[config.mk]
export PLATFORM = sky130hd
export DESIGN_NAME = ifu
export DESIGN_NICKNAME = d
export VERILOG_FILES = /design/src/rtl/ifu_pkg.sv /design/src/rtl/ifu_fifo.sv /design/src/rtl/ifu.sv
export SDC_FILE = /design/constraint.sdc
export NUM_CORES = 1
export LEC_CHECK = 0
export BUFFER_PORTS_ARGS = -buffer_cell sky130_fd_sc_hd__buf_2
export CORE_MARGIN = 2
export CORE_UTILIZATION = 45
export DETAILED_ROUTE_END_ITERATION = 8
export GPL_ROUTABILITY_DRIVEN = 0
export PLACE_DENSITY = 0.77
export SETUP_SLACK_MARGIN = 0.2
export SKIP_LAST_GASP = 1
export SLEW_MARGIN = 20
export SYNTH_ARGS = -nofsm -noshare
export SYNTH_HDL_FRONTEND = slang
export SYNTH_SLANG_ARGS = --single-unit
[constraint.sdc]
create_clock -name clk -period 6.61 [get_ports clk]
set_input_delay 1.322 -clock clk [delete_from_list [all_inputs] [get_ports clk]]
set_output_delay 1.322 -clock clk [all_outputs]
set_load 0.01 [all_outputs]
[src/rtl/ifu_pkg.sv]
// rtl/ifu_pkg.sv - shared types and constants for the instruction fetch unit
package ifu_pkg;

    localparam logic [31:0] RESET_PC_DEFAULT = 32'h8000_0000;

    typedef enum logic {
        S_REQ  = 1'b0,
        S_WAIT = 1'b1
    } state_e;

    typedef struct packed {
        logic [31:0] pc;
        logic [31:0] inst;
    } fetch_entry_t;

endpackage

[src/rtl/ifu_fifo.sv]
// rtl/ifu_fifo.sv - fetch buffer of {pc, inst} entries with flush and registered head
module ifu_fifo
    import ifu_pkg::*;
#(
    parameter int DEPTH = 2,
    parameter int CW    = $clog2(DEPTH) + 1
) (
    input  logic          clk,
    input  logic          rst,
    input  logic          push_i,
    input  fetch_entry_t  push_data_i,
    input  logic          pop_i,
    input  logic          flush_i,
    output logic [CW-1:0] count_o,
    output logic          valid_o,
    output fetch_entry_t  head_o
);

    localparam int AW = (DEPTH > 1) ? $clog2(DEPTH) : 1;

    fetch_entry_t  mem_q [DEPTH];
    logic [AW-1:0] rd_ptr_q;
    logic [AW-1:0] wr_ptr_q;
    logic [CW-1:0] count_q;
    logic [CW-1:0] count_d;
    logic          pop_ok;

    assign pop_ok  = pop_i && (count_q != '0);
    assign count_o = count_q;
    assign valid_o = (count_q != '0);
    assign head_o  = mem_q[rd_ptr_q];

    always_comb begin
        count_d = count_q;
        case ({push_i, pop_ok})
            2'b10:   count_d = count_q + CW'(1);
            2'b01:   count_d = count_q - CW'(1);
            default: count_d = count_q;
        endcase
    end

    // Flush wins over push: a word returning during a redirect is stale by definition.
    always_ff @(posedge clk) begin
        if (rst) begin
            rd_ptr_q <= '0;
            wr_ptr_q <= '0;
            count_q  <= '0;
            for (int i = 0; i < DEPTH; i++) begin
                mem_q[i] <= '0;
            end
        end else if (flush_i) begin
            rd_ptr_q <= '0;
            wr_ptr_q <= '0;
            count_q  <= '0;
        end else begin
            if (push_i) begin
                mem_q[wr_ptr_q] <= push_data_i;
                wr_ptr_q        <= wr_ptr_q + AW'(1);
            end
            if (pop_ok) begin
                rd_ptr_q <= rd_ptr_q + AW'(1);
            end
            count_q <= count_d;
        end
    end

    a_no_overflow: assert property (@(posedge clk) disable iff (rst)
        (push_i && !flush_i && !pop_ok) |-> (count_q < CW'(DEPTH)));

endmodule

[src/rtl/ifu.sv]
// rtl/ifu.sv - instruction fetch unit: one outstanding imem read, buffered {pc, inst} to decode
module ifu
    import ifu_pkg::*;
#(
    parameter logic [31:0] RESET_PC = RESET_PC_DEFAULT,
    parameter int          DEPTH    = 2
) (
    input  logic        clk,
    input  logic        rst,
    output logic        imem_req_valid_o,
    output logic [31:0] imem_req_addr_o,
    input  logic        imem_req_ready_i,
    input  logic        imem_resp_valid_i,
    input  logic [31:0] imem_resp_data_i,
    input  logic        redirect_valid_i,
    input  logic [31:0] redirect_pc_i,
    output logic        out_valid_o,
    output logic [31:0] out_pc_o,
    output logic [31:0] out_inst_o,
    input  logic        out_ready_i
);

    localparam int CW = $clog2(DEPTH) + 1;

    state_e        state_q;
    logic [31:0]   fetch_pc_q;
    logic [31:0]   req_pc_q;
    logic          drop_q;
    logic [CW-1:0] count;
    logic          fifo_valid;
    fetch_entry_t  head;
    fetch_entry_t  push_data;
    logic          req_hs;
    logic          push;
    logic          pop;
    logic          unused_redirect_lsbs;

    assign unused_redirect_lsbs = ^redirect_pc_i[1:0];

    assign imem_req_valid_o = !rst && (state_q == S_REQ) && (count < CW'(DEPTH));
    assign imem_req_addr_o  = fetch_pc_q;
    assign req_hs           = imem_req_valid_o && imem_req_ready_i;

    assign push      = (state_q == S_WAIT) && imem_resp_valid_i && !drop_q && !redirect_valid_i;
    assign pop       = fifo_valid && out_ready_i;
    assign push_data = '{pc: req_pc_q, inst: imem_resp_data_i};

    // A redirect never cancels an accepted request; drop_q swallows its response instead.
    always_ff @(posedge clk) begin
        if (rst) begin
            state_q    <= S_REQ;
            fetch_pc_q <= RESET_PC;
            req_pc_q   <= '0;
            drop_q     <= 1'b0;
        end else if (redirect_valid_i) begin
            fetch_pc_q <= {redirect_pc_i[31:2], 2'b00};
            case (state_q)
                S_REQ: begin
                    if (req_hs) begin
                        state_q <= S_WAIT;
                        drop_q  <= 1'b1;
                    end
                end
                S_WAIT: begin
                    if (imem_resp_valid_i) begin
                        state_q <= S_REQ;
                        drop_q  <= 1'b0;
                    end else begin
                        drop_q  <= 1'b1;
                    end
                end
                default: state_q <= S_REQ;
            endcase
        end else begin
            case (state_q)
                S_REQ: begin
                    if (req_hs) begin
                        req_pc_q   <= fetch_pc_q;
                        fetch_pc_q <= fetch_pc_q + 32'd4;
                        state_q    <= S_WAIT;
                    end
                end
                S_WAIT: begin
                    if (imem_resp_valid_i) begin
                        drop_q  <= 1'b0;
                        state_q <= S_REQ;
                    end
                end
                default: state_q <= S_REQ;
            endcase
        end
    end

    ifu_fifo #(
        .DEPTH (DEPTH),
        .CW    (CW)
    ) u_fifo (
        .clk         (clk),
        .rst         (rst),
        .push_i      (push),
        .push_data_i (push_data),
        .pop_i       (pop),
        .flush_i     (redirect_valid_i),
        .count_o     (count),
        .valid_o     (fifo_valid),
        .head_o      (head)
    );

    assign out_valid_o = fifo_valid;
    assign out_pc_o    = head.pc;
    assign out_inst_o  = head.inst;

    a_no_stray_resp: assert property (@(posedge clk) disable iff (rst)
        imem_resp_valid_i |-> (state_q == S_WAIT));

endmodule

# --- Word-level counts from Yosys, hierarchy flattened ---
# Memory sizes are Yosys's and may differ from the RTL's. A register that Yosys moved wholly into a read port is not among the register bits.
# Index checks and enable logic that the tools add are counted.
classes:
  order_cmp: 1
  n_reduce_logical: 22
  muxes: 23
  bitwise_logic: 2
  addsub: 5
  n_eq_ne: 4
ops:
  columns: ["operator", "count"]
  rows:
  - ["two-way mux 32 bit", 3]
  - ["two-way mux 64 bit", 1]
  - ["OR reduction 64 bit", 1]
  - ["adder 32 x 3 -> 32 bit, second input constant", 1]
  - ["two-way mux 1 bit", 16]
  - ["nonzero test 2 bit", 5]
  - ["logical AND 1 bit", 8]
  - ["AND reduction 3 bit", 2]
  - ["case mux 1 bit (2 select lines)", 2]
  - ["case mux 2 bit (2 select lines)", 1]
  - ["AND reduction 2 bit", 2]
  - ["logical NOT 1 bit", 3]
  - ["inequality test 3 bit, second input constant", 1]
  - ["adder 1 bit, second input constant", 2]
  - ["adder 2 x 1 -> 2 bit, second input constant", 1]
  - ["equality test 2 x 1 -> 1 bit, second input constant", 1]
  - ["equality test 2 bit, second input constant", 1]
  - ["less-than comparator 2 bit, second input constant", 1]
  - ["inequality test 2 bit, second input constant", 1]
  - ["NOT 1 bit", 2]
  - ["OR reduction 2 bit", 1]
  - ["subtractor 2 x 1 -> 2 bit, second input constant", 1]
word_totals:
  ff_bits: 70
  ramBits: 128
  output_inout_bits: 98
  mem_count: 1
  in_bits: 70
memory_table:
  columns: ["memory", "words", "width", "read_ports", "rd_ports_with_merged_regs", "wr", "line_no", "rtl"]
  rows:
  - ["u_fifo.mem_q", 2, 64, 1, 1, 2, "ifu_fifo.sv:21", "fetch_entry_t mem_q [DEPTH];"]

# --- Longest topological paths before layout ---
# Gate-level depths: netlist of run 1.
logic_depth:
  word_depth: 9
  ltp_mapped: 7

# --- Modules after synthesis ---
# A second synthesis of run 1 with hierarchy kept.
hier_totals:
  cells_unflattened: 781
  hier_area_um2: 8883.5
modules_own_cells:
  columns: ["module", "seq_area_each_um2", "cells_per_inst", "n_inst", "area_each_um2"]
  rows:
  - ["ifu_fifo", 3943.8, 381, 1, 5796.8]
  - ["ifu", 1241.2, 400, 1, 3086.7]

# --- Least setup slack after synthesis of run 1 ---
# OpenSTA, ideal clock, no wires.
synth_path:
  kind: "input to register"
  start: "input imem_resp_valid_i"
  end: "memory u_fifo.mem_q[0][0] (netlist name), enable pin"
  stages: 4
  arrival_ns: 4.649
  setup_ns: 0.495
  path_slack_ns: 1.467
  t_required_ns: 6.115
  path_cell_list: "nand2_1 nor3_1 inv_1 o21bai_1"
synth_lines:
  columns: ["element", "line_no", "rtl"]
  rows:
  - ["start, declared", "ifu.sv:13", "input logic imem_resp_valid_i,"]
  - ["end, declared", "ifu_fifo.sv:21", null]

==> results.json, run 1 <==
{
  "status": "finished, final reports clean",
  "insertion_delay_ns": 0.42,
  "synth_area_per_cell_um2": 11.7,
  "synthFlopType": "edfxtp_1",
  "yosysSeqAreaShare_pct": 60.6,
  "drv_cap": 0,
  "drive_gt1_share_pct": 31.8,
  "critPathCaptureType": "output port",
  "grt.busiest_layer": "met2",
  "drv_slew": 0,
  "num-fill-cells": 1556,
  "yosysMostFrequentCell": "and2_1",
  "slowest_delay_ns": 0.63,
  "cts-root-buf": "clkbuf_16",
  "overflow": 0,
  "fp-row-count": 49,
  "cts_tree": "yes",
  "cts_resized": 0,
  "vias": 5691,
  "crit_buf_inv": 2,
  "p_leak_nw": 3.89,
  "wl_per_cell_um": 16.8,
  "synthArstFlopShare_pct": 0,
  "layout.nets": 932,
  "fmax_mhz": 279,
  "grt_pass1_wl_mm": 29.5,
  "synthDominantCellAreaShare_pct": 44.5,
  "synth-seq-cells": 191,
  "crit_path_cell_trace": "buf_4, mux2_2, buf_2",
  "cts_sinks": 191,
  "grtUsageMet1_pct": 25.7,
  "path_clk_slew_ns": 0.07,
  "met2_usage_pct": 31.8,
  "area_delta_synth_final_pct": 19.2,
  "slowest_stage": "dfxtp_2",
  "postRouteAntennaNets": 0,
  "hold_class": "register to register",
  "use_met3_pct": 3.49,
  "cp-start-kind": "register",
  "dp_hpwl_mm": 11.6,
  "route.detailed.drc": 0,
  "synthTopCellsByCount": "and2_1 (128), edfxtp_1 (124), nand2_1 (84)",
  "fin_worst_skew_ns": 0.00710,
  "path_max_fanout": 43,
  "slew_headroom_pct": 37.7,
  "htreeDepth": 4,
  "cp_top_family": "buffers and inverters",
  "grt_start_max_net_pins": 63,
  "power_density_nw_per_um2": 256,
  "period_needed_ns": 3.59,
  "grt_pass1_vias": 5610,
  "netlist_area_um2": 8360,
  "die_x_um": 140,
  "post-cts-setup-buffers": 0,
  "antenna_cells": 0,
  "arrival_ns": 2.27,
  "r2r_cells": 5,
  "antenna_found_initial": 0,
  "track_usage_pct": 19.2,
  "yosys.cell_types.count": 42,
  "start_util_pct": 46.2,
  "criticalPathCategory": "register to output port",
  "cts_buffer_depth": 2,
  "finalHoldViolCount": 0,
  "setup_viol": 0,
  "yosys.area.top_type": "edfxtp_1",
  "portBuffers": 161,
  "synthTopCellsByArea": "edfxtp_1 (45%), dfxtp_1 (16%), and2_1 (9.6%)",
  "syn_inst": 717,
  "fin_hold_ws_ns": 0.460,
  "finalCritPeriodShare_pct": 54.3,
  "ctsHoldBuffers": 0,
  "dieArea_um2": 19700,
  "crit_required_ns": 5.29,
  "routed_wl_mm": 18.5,
  "cts_buffers": 17,
  "setup_tns_ns": 0,
  "viasPerCell": 5.16,
  "worstMarginPinSlew_ns": 0.935,
  "dieHeight_um": 140,
  "ys_warn_count": 0,
  "drtIter0Drc": 351,
  "crit_cells": 3,
  "hold-path-cell-count": 2,
  "synth-edff-count": 124,
  "rsz0062_at_grt": "false",
  "ios": 168,
  "firstDrtPassIters": 4,
  "vdd_drop_max_uv": 174,
  "core_area_um2": 18100
}
-- cells in the final DEF (no fill, tap or decap), types with 4 or more instances in the layout --
| cell type | count |
|---|---|
| buf_2 | 161 |
| and2_1 | 128 |
| edfxtp_1 | 124 |
| nand2_1 | 84 |
| dfxtp_1 | 66 |
| mux2_2 | 62 |
| a21oi_1 | 40 |
| nor2_1 | 33 |
| xnor2_1 | 25 |
| clkbuf_16 | 19 |
| a211oi_1 | 18 |
| nand3_1 | 12 |
| nor3_1 | 8 |
| buf_4 | 7 |
| xor2_1 | 6 |
| inv_1 | 5 |
| nor3_2 | 5 |
| nand4_1 | 5 |
| nor4_1 | 5 |
| and3_1 | 4 |
| o21ai_0 | 4 |
| conb_1 | 4 |
| inv_6 | 4 |
-- routing by layer --
metal,wire length [µm],up-vias
met5,0,-
met4,304,0
met3,1060,17
met2,8680,186
met1,8450,2723
li1,-,2765
-- final timing paths --
kind	from	end	slack, ns
worst max register to register	u_fifo.count_o[1]	imem_req_addr_o[28]	4.06
worst min-delay path	req_pc_q[13]	req_pc_q[13]	0.46
worst max-delay path	register	out_pc_o[30]	3.02
worst min register to register	req_pc_q[13]	req_pc_q[13]	0.46
-- state kept, by name, summed over array words and instances (netlist names), named ones only --
register,cells
u_fifo.rd_ptr_q,1
u_fifo.mem_q,124
u_fifo.wr_ptr_q,1
drop_q,1
req_pc_q,30
imem_req_addr_o,30
state_q,1
u_fifo.count_o,2
-- worst reg2reg max path, stage by stage, from the launching register on --
cell	delay, ns
dfxtp_1	0.36
or3b_1	0.61
or4_1	0.83
nor4_4	0.37
xnor2_1	0.16
a211oi_2	0.08
-- power breakdown --
| group | internal, mW | total (mW) | switching (mW) | leakage (nW) |
|---|---|---|---|---|
| clock network | 0.578 | 1.03 | 0.447 | 0.292 |
| logic | 0.0746 | 0.176 | 0.102 | 1.77 |
| registers | 1.31 | 1.35 | 0.0333 | 1.83 |
-- layout make-up --
type	instances	area, µm²	share of cell area [%]
Multi-Input combinational cell	476	3120	31.3
Tap cell	229	287	2.88
Clock inverter	11	100	1.00
Inverter	5	18.8	0.188
Timing Repair Buffer	169	878	8.82
Clock buffer	21	493	4.95
Sequential cell	191	5070	50.8
-- metrics by stage --
stage | cell area [µm²] | power, mW | utilization, % | instances | setup WS [ns]
6_report | 9960 | 2.55 | 55.1 | 1102 | 3.02
5_1_grt | 9960 | 2.64 | 55.1 | 1102 | 2.88
4_1_cts | 9960 | 2.57 | 55.1 | 1102 | 2.94
3_5_place_dp | 9370 | 1.55 | 51.8 | 1070 | 3.03
3_3_place_gp | 9350 | 1.55 | 51.7 | 1069 | 2.66
2_1_floorplan | 8370 | 1.47 | - | 720 | 1.47
-- cell families after synthesis --
logic type	synth area share [%]
mux	8.47
simple gates	19.5
flops	60.6
other cells	0.0449
compound gates	5.27
fa+ha+maj	0.299
buf+inv	2.62
xor+xnor	3.25
Power figures use the tool's default switching activity.
==> run 2: changes to the inputs <==
--- a/config.mk
+++ b/config.mk
@@ -10,7 +10,7 @@
 export CORE_UTILIZATION = 45
 export DETAILED_ROUTE_END_ITERATION = 8
 export GPL_ROUTABILITY_DRIVEN = 0
-export PLACE_DENSITY = 0.77
+export PLACE_DENSITY = 0.8
 export SETUP_SLACK_MARGIN = 0.2
 export SKIP_LAST_GASP = 1
 export SLEW_MARGIN = 20
==> constraint.sdc (replaced) <==
create_clock -name clk -period 3.1 [get_ports clk]
set_input_delay 0.62 -clock clk [delete_from_list [all_inputs] [get_ports clk]]
set_output_delay 0.62 -clock clk [all_outputs]
set_load 0.01 [all_outputs]
==> run 2 against run 1 <==
  * Hold slack got worse by 0.040 ns
  * Register-to-register slack got worse by 3.2 ns
  * Wire length increased by 2.7%
  * Critical path depth unchanged
  * First-iteration DRC count increased by 11%
  * Clock power increased by 110%
  * Clock skew increased by 0.0014 ns
  * Flip-flop and latch count unchanged
  * Highest routed layer unchanged
==> results.json, run 2 (synthesis results as in run 1) <==
{
  "insertion_delay_ns": 0.43,
  "portBuffers": 161,
  "multi_input_area_um2": 3120,
  "viasPerCell": 5.14,
  "p_leak_nw": 3.95,
  "crit_required_ns": 2.48,
  "cts_resized": 0,
  "firstDrtPassIters": 4,
  "cts_buffers": 17,
  "layout_commonest_cell": "buf_2",
  "path_clk_slew_ns": 0.07,
  "overflow": 0,
  "grt_start_max_net_pins": 54,
  "fin_hold_ws_ns": 0.419,
  "status": "finished, final reports clean",
  "seq_area_um2": 5070,
  "cts-root-buf": "clkbuf_16",
  "fin_worst_skew_ns": 0.00849,
  "route.detailed.drc": 0,
  "fmax_mhz": 390,
  "setup_tns_ns": 0,
  "criticalPathCategory": "register to output port",
  "drv_slew": 0,
  "postRouteAntennaNets": 0,
  "fp-row-count": 49,
  "antenna_cells": 0,
  "power_density_nw_per_um2": 540,
  "area_delta_synth_final_pct": 20.4,
  "layout.nets": 941,
  "vdd_drop_max_uv": 377,
  "drtIter0Drc": 388,
  "largest_reg_flops": 124,
  "period_needed_ns": 2.57,
  "finalCritPeriodShare_pct": 82.8,
  "ctsHoldBuffers": 0,
  "cts_tree": "yes",
  "dieHeight_um": 140,
  "start_util_pct": 46.2,
  "worstMarginPinSlew_ns": 0.717,
  "cts_buffer_depth": 2,
  "setup_viol": 0,
  "track_usage_pct": 19.4,
  "path_max_fanout": 38,
  "post-cts-setup-buffers": 0,
  "grt_pass1_vias": 5612,
  "die_x_um": 140,
  "routed_wl_mm": 19.0,
  "num-fill-cells": 1546,
  "cp-start-kind": "register",
  "htreeDepth": 4,
  "critPathCaptureType": "output port",
  "antenna_found_initial": 0,
  "core_area_um2": 18100,
  "power.total_mw": 5.44,
  "regMostFlops": "u_fifo.mem_q",
  "wl_per_cell_um": 17.1,
  "cts_sinks": 191,
  "rsz0062_at_grt": "false",
  "grt_pass1_wl_mm": 29.7,
  "arrival_ns": 1.95,
  "final_cell_mix": "buf_2 (161), and2_1 (128), edfxtp_1 (124)",
  "slew_headroom_pct": 52.2,
  "dp_hpwl_mm": 12.4,
  "dieArea_um2": 19700,
  "drv_cap": 0,
  "drive_gt1_share_pct": 32.8,
  "ios": 168,
  "vias": 5706,
  "hold_class": "input pin to register",
  "finalHoldViolCount": 0
}
==> run 2: worst max-delay path, cell delays in order (launching register included) <==
cell     delay, ns
dfxtp_4       0.69
buf_4         0.29
mux2_2        0.39
buf_2         0.15
==> run 2: final timing paths <==
kind | slack [ns] | to | startpoint | cells past startpoint
max | 0.53 | out_pc_o[20] | register | 3
max reg2reg | 0.81 | imem_req_addr_o[28] | imem_req_addr_o[2] | 6
min | 0.42 | drop_q | imem_resp_valid_i | 2
min reg2reg | 0.46 | req_pc_q[13] | req_pc_q[13] | 2
==> run 2: per-stage QoR <==
| stage | cells | instance area, µm² | utilization (%) | worst slack [ns] |
|---|---|---|---|---|
| 6_report | 1111 | 10100 | 55.7 | 0.534 |
| 5_1_grt | 1111 | 10100 | 55.7 | 0.423 |
| 4_1_cts | 1111 | 10100 | 55.7 | 0.468 |
| 3_5_place_dp | 1079 | 9480 | 52.4 | 0.556 |
| 3_3_place_gp | 1079 | 9480 | 52.4 | 0.545 |
| 2_1_floorplan | 720 | 8380 | - | 0.640 |
==> run 2: layout make-up <==
class	instances	area share [%]
clock buffers	21	5.00
multi-input cells	476	31.0
well taps	229	2.85
clock inverters	11	0.870
inverters	5	0.186
repair buffers	178	9.77
flip-flops and latches	191	50.3
==> run 2: routing by layer <==
metal	routed length (µm)	up-vias	part of all wire [%]	global-route usage, %
met5	0	-	0	0
li1	-	2799	-	-
met3	1180	23	6.2	4.51
met2	9250	165	49	32.1
met1	8240	2719	43	25.3
met4	314	0	1.7	6.38
==> run 2: power breakdown <==
| group | leakage (nW) | switching [mW] | internal (mW) |
|---|---|---|---|
| combinational | 1.82 | 0.223 | 0.168 |
| clock | 0.297 | 0.985 | 1.19 |
| sequential | 1.83 | 0.0709 | 2.80 |
| total | 3.95 | 1.28 | 4.16 |
==> run 3: changes to the inputs <==
--- a/config.mk
+++ b/config.mk
@@ -5,12 +5,13 @@
 export SDC_FILE = /design/constraint.sdc
 export NUM_CORES = 1
 export LEC_CHECK = 0
+export ABC_AREA = 1
 export BUFFER_PORTS_ARGS = -buffer_cell sky130_fd_sc_hd__buf_2
 export CORE_MARGIN = 2
 export CORE_UTILIZATION = 45
 export DETAILED_ROUTE_END_ITERATION = 8
 export GPL_ROUTABILITY_DRIVEN = 0
-export PLACE_DENSITY = 0.8
+export PLACE_DENSITY = 0.79
 export SETUP_SLACK_MARGIN = 0.2
 export SKIP_LAST_GASP = 1
 export SLEW_MARGIN = 20
==> constraint.sdc (replaced) <==
create_clock -name clk -period 2.1 [get_ports clk]
set_input_delay 0.42 -clock clk [delete_from_list [all_inputs] [get_ports clk]]
set_output_delay 0.42 -clock clk [all_outputs]
set_load 0.01 [all_outputs]
==> run 3 against run 2 <==
  * Via count rose by 17%
  * Global-route usage fell by 0.16 points
  * Highest routed layer unchanged
  * First-iteration DRC count fell by 1.3%
==> results.json, run 3 <==
{
  "antenna_found_initial": 0,
  "vdd_drop_max_uv": 515,
  "cts_buffers": 17,
  "yosysSeqAreaShare_pct": 56.1,
  "crit_cells": 4,
  "crit_path_cell_trace": "buf_4, buf_16, mux2_2, buf_2",
  "cts_sinks": 191,
  "postRouteAntennaNets": 0,
  "yosysMostFrequentCell": "edfxtp_1",
  "power_density_nw_per_um2": 724,
  "synth-seq-cells": 191,
  "area_delta_synth_final_pct": 23.5,
  "yosys.cell_types.count": 45,
  "fp-row-count": 51,
  "status": "finished, final reports clean",
  "vias": 6662,
  "synth_area_per_cell_um2": 10.0,
  "hold-path-cell-count": 3,
  "drv_cap": 0,
  "cp-start-kind": "register",
  "cp_top_family": "buffers and inverters",
  "route.detailed.drc": 0,
  "portBuffers": 161,
  "htreeDepth": 4,
  "track_usage_pct": 19.2,
  "synthDominantCellAreaShare_pct": 41.3,
  "cts_tree": "yes",
  "ys_warn_count": 0,
  "viasPerCell": 4.95,
  "syn_inst": 902,
  "setup_tns_ns": 0,
  "finalHoldViolCount": 0,
  "antenna_cells": 0,
  "drv_slew": 0,
  "yosys.area.top_type": "edfxtp_1",
  "fmax_mhz": 499,
  "synth-edff-count": 124,
  "fin_hold_ws_ns": 0.267,
  "largest_reg_flops": 124,
  "cts_buffer_depth": 2,
  "dieArea_um2": 21200,
  "critPathCaptureType": "output port",
  "grt_pass1_wl_mm": 32.2,
  "slowest_stage": "dfxtp_4",
  "regMostFlops": "u_fifo.mem_q",
  "fin_util_pct": 56.9,
  "path_clk_slew_ns": 0.07,
  "dr_wl_met2_mm": 10.0,
  "routed_wl_mm": 20.8,
  "drive_gt1_share_pct": 35.1,
  "synthTopCellsByCount": "edfxtp_1 (124), inv_1 (118), nand2_1 (113)",
  "synthArstFlopShare_pct": 0,
  "dr_wl_met3_mm": 1.03,
  "crit_required_ns": 1.68,
  "dp_hpwl_mm": 13.2,
  "cts-root-buf": "clkbuf_16",
  "hold_class": "input pin to register",
  "overflow": 0,
  "grt_start_max_net_pins": 63,
  "r2r_cells": 4,
  "period_needed_ns": 2.00,
  "dieHeight_um": 146,
  "arrival_ns": 1.58,
  "fin_worst_skew_ns": 0.0131,
  "layout_commonest_cell": "buf_2",
  "p_leak_nw": 4.63,
  "finalCritPeriodShare_pct": 95.3,
  "layout.nets": 1140,
  "criticalPathCategory": "register to output port",
  "insertion_delay_ns": 0.43,
  "top_layer_used": "met4",
  "die_x_um": 146,
  "firstDrtPassIters": 5,
  "synthFlopType": "edfxtp_1",
  "rsz0062_at_grt": "true",
  "grt_pass1_vias": 6297,
  "netlist_area_um2": 9020,
  "setup_viol": 0,
  "power.total_mw": 8.06,
  "drtIter0Drc": 383,
  "slowest_delay_ns": 0.39,
  "crit_buf_inv": 3,
  "core_area_um2": 19600,
  "wl_met1_mm": 9.54,
  "wl_per_cell_um": 15.5,
  "synthTopCellsByArea": "edfxtp_1 (41%), dfxtp_1 (15%), mux2_2 (7.7%)",
  "worstMarginPinSlew_ns": 0.548,
  "path_max_fanout": 8,
  "final_cell_mix": "buf_2 (138), edfxtp_1 (124), inv_1 (118)",
  "start_util_pct": 46.0,
  "ios": 168,
  "slew_headroom_pct": 63.5
}
## run 3: cell count changes after synthesis, sizes merged, moves of 29 or more
cell and change:
and2 -127, nor2 +151, clkbuf -29, nand2 +37, o21ai +31, inv +117
nand3 +36
## run 3: metal layers
| metal | GRT usage, % | up-vias |
|---|---|---|
| met3 | 3.17 | 20 |
| met1 | 25.9 | 3118 |
| met5 | 0 | - |
| li1 | - | 3300 |
| met2 | 31.8 | 224 |
| met4 | 6.32 | 0 |
## run 3: final timing paths
| check | from | endpoint | slack, ns |
|---|---|---|---|
| min reg2reg | u_fifo.rd_ptr_q | register | 0.46 |
| max | register | out_pc_o[24] | 0.1 |
| max reg2reg | state_q | u_fifo.mem_q[0][22] | 0.38 |
| min | redirect_pc_i[16] | imem_req_addr_o[16] | 0.27 |
## run 3: cell families (layout without fill, tap and decap cells)
logic type,after synthesis,after routing,synth area share [%]
xor+xnor,6,6,0.583
fa+ha+maj,2,2,0.277
other cells,1,4,0.0416
mux,62,62,7.74
compound gates,97,97,6.03
flops,191,191,56.1
simple gates,375,375,20.8
buf+inv,168,344,8.38
## run 3: timing repair
action,4_1_cts,5_1_grt
endpoints found under the setup margin,62,63
buffers inserted,0,5
resized for setup,4,53
cloned,2,5
hold buffers,0,0
## run 3: report_power, final
| part | total [mW] | internal, mW | switching [mW] |
|---|---|---|---|
| logic | 0.689 | 0.278 | 0.411 |
| registers | 4.23 | 4.14 | 0.0917 |
| clock network | 3.14 | 1.76 | 1.38 |
| total | 8.06 | 6.18 | 1.88 |
## run 3: worst reg2reg max path, delay by kind of cell (launching register included)
family	cells	cell delay (ns)
simple gates	4	0.85
flops	1	0.44
## run 3: layout make-up
type                       count  area [µm²]
sequential                   191        5070
tap                          265         332
multi-input combinational    546        3350
clock inverter                12         134
fill                        1683        8450
timing repair buffer         188        1340
clock buffer                  20         437
inverter                     124         478
## run 3: stage by stage
stage | cells | area [µm²] | setup slack [ns]
final | 1346 | 11100 | 0.0980
after global routing | 1346 | 11100 | 0.0387
after CTS | 1336 | 10700 | 0.0476
after detailed placement | 1302 | 10100 | 0.259
after global placement | 1302 | 10100 | 0.288
after floorplan | 905 | 9060 | 0.213
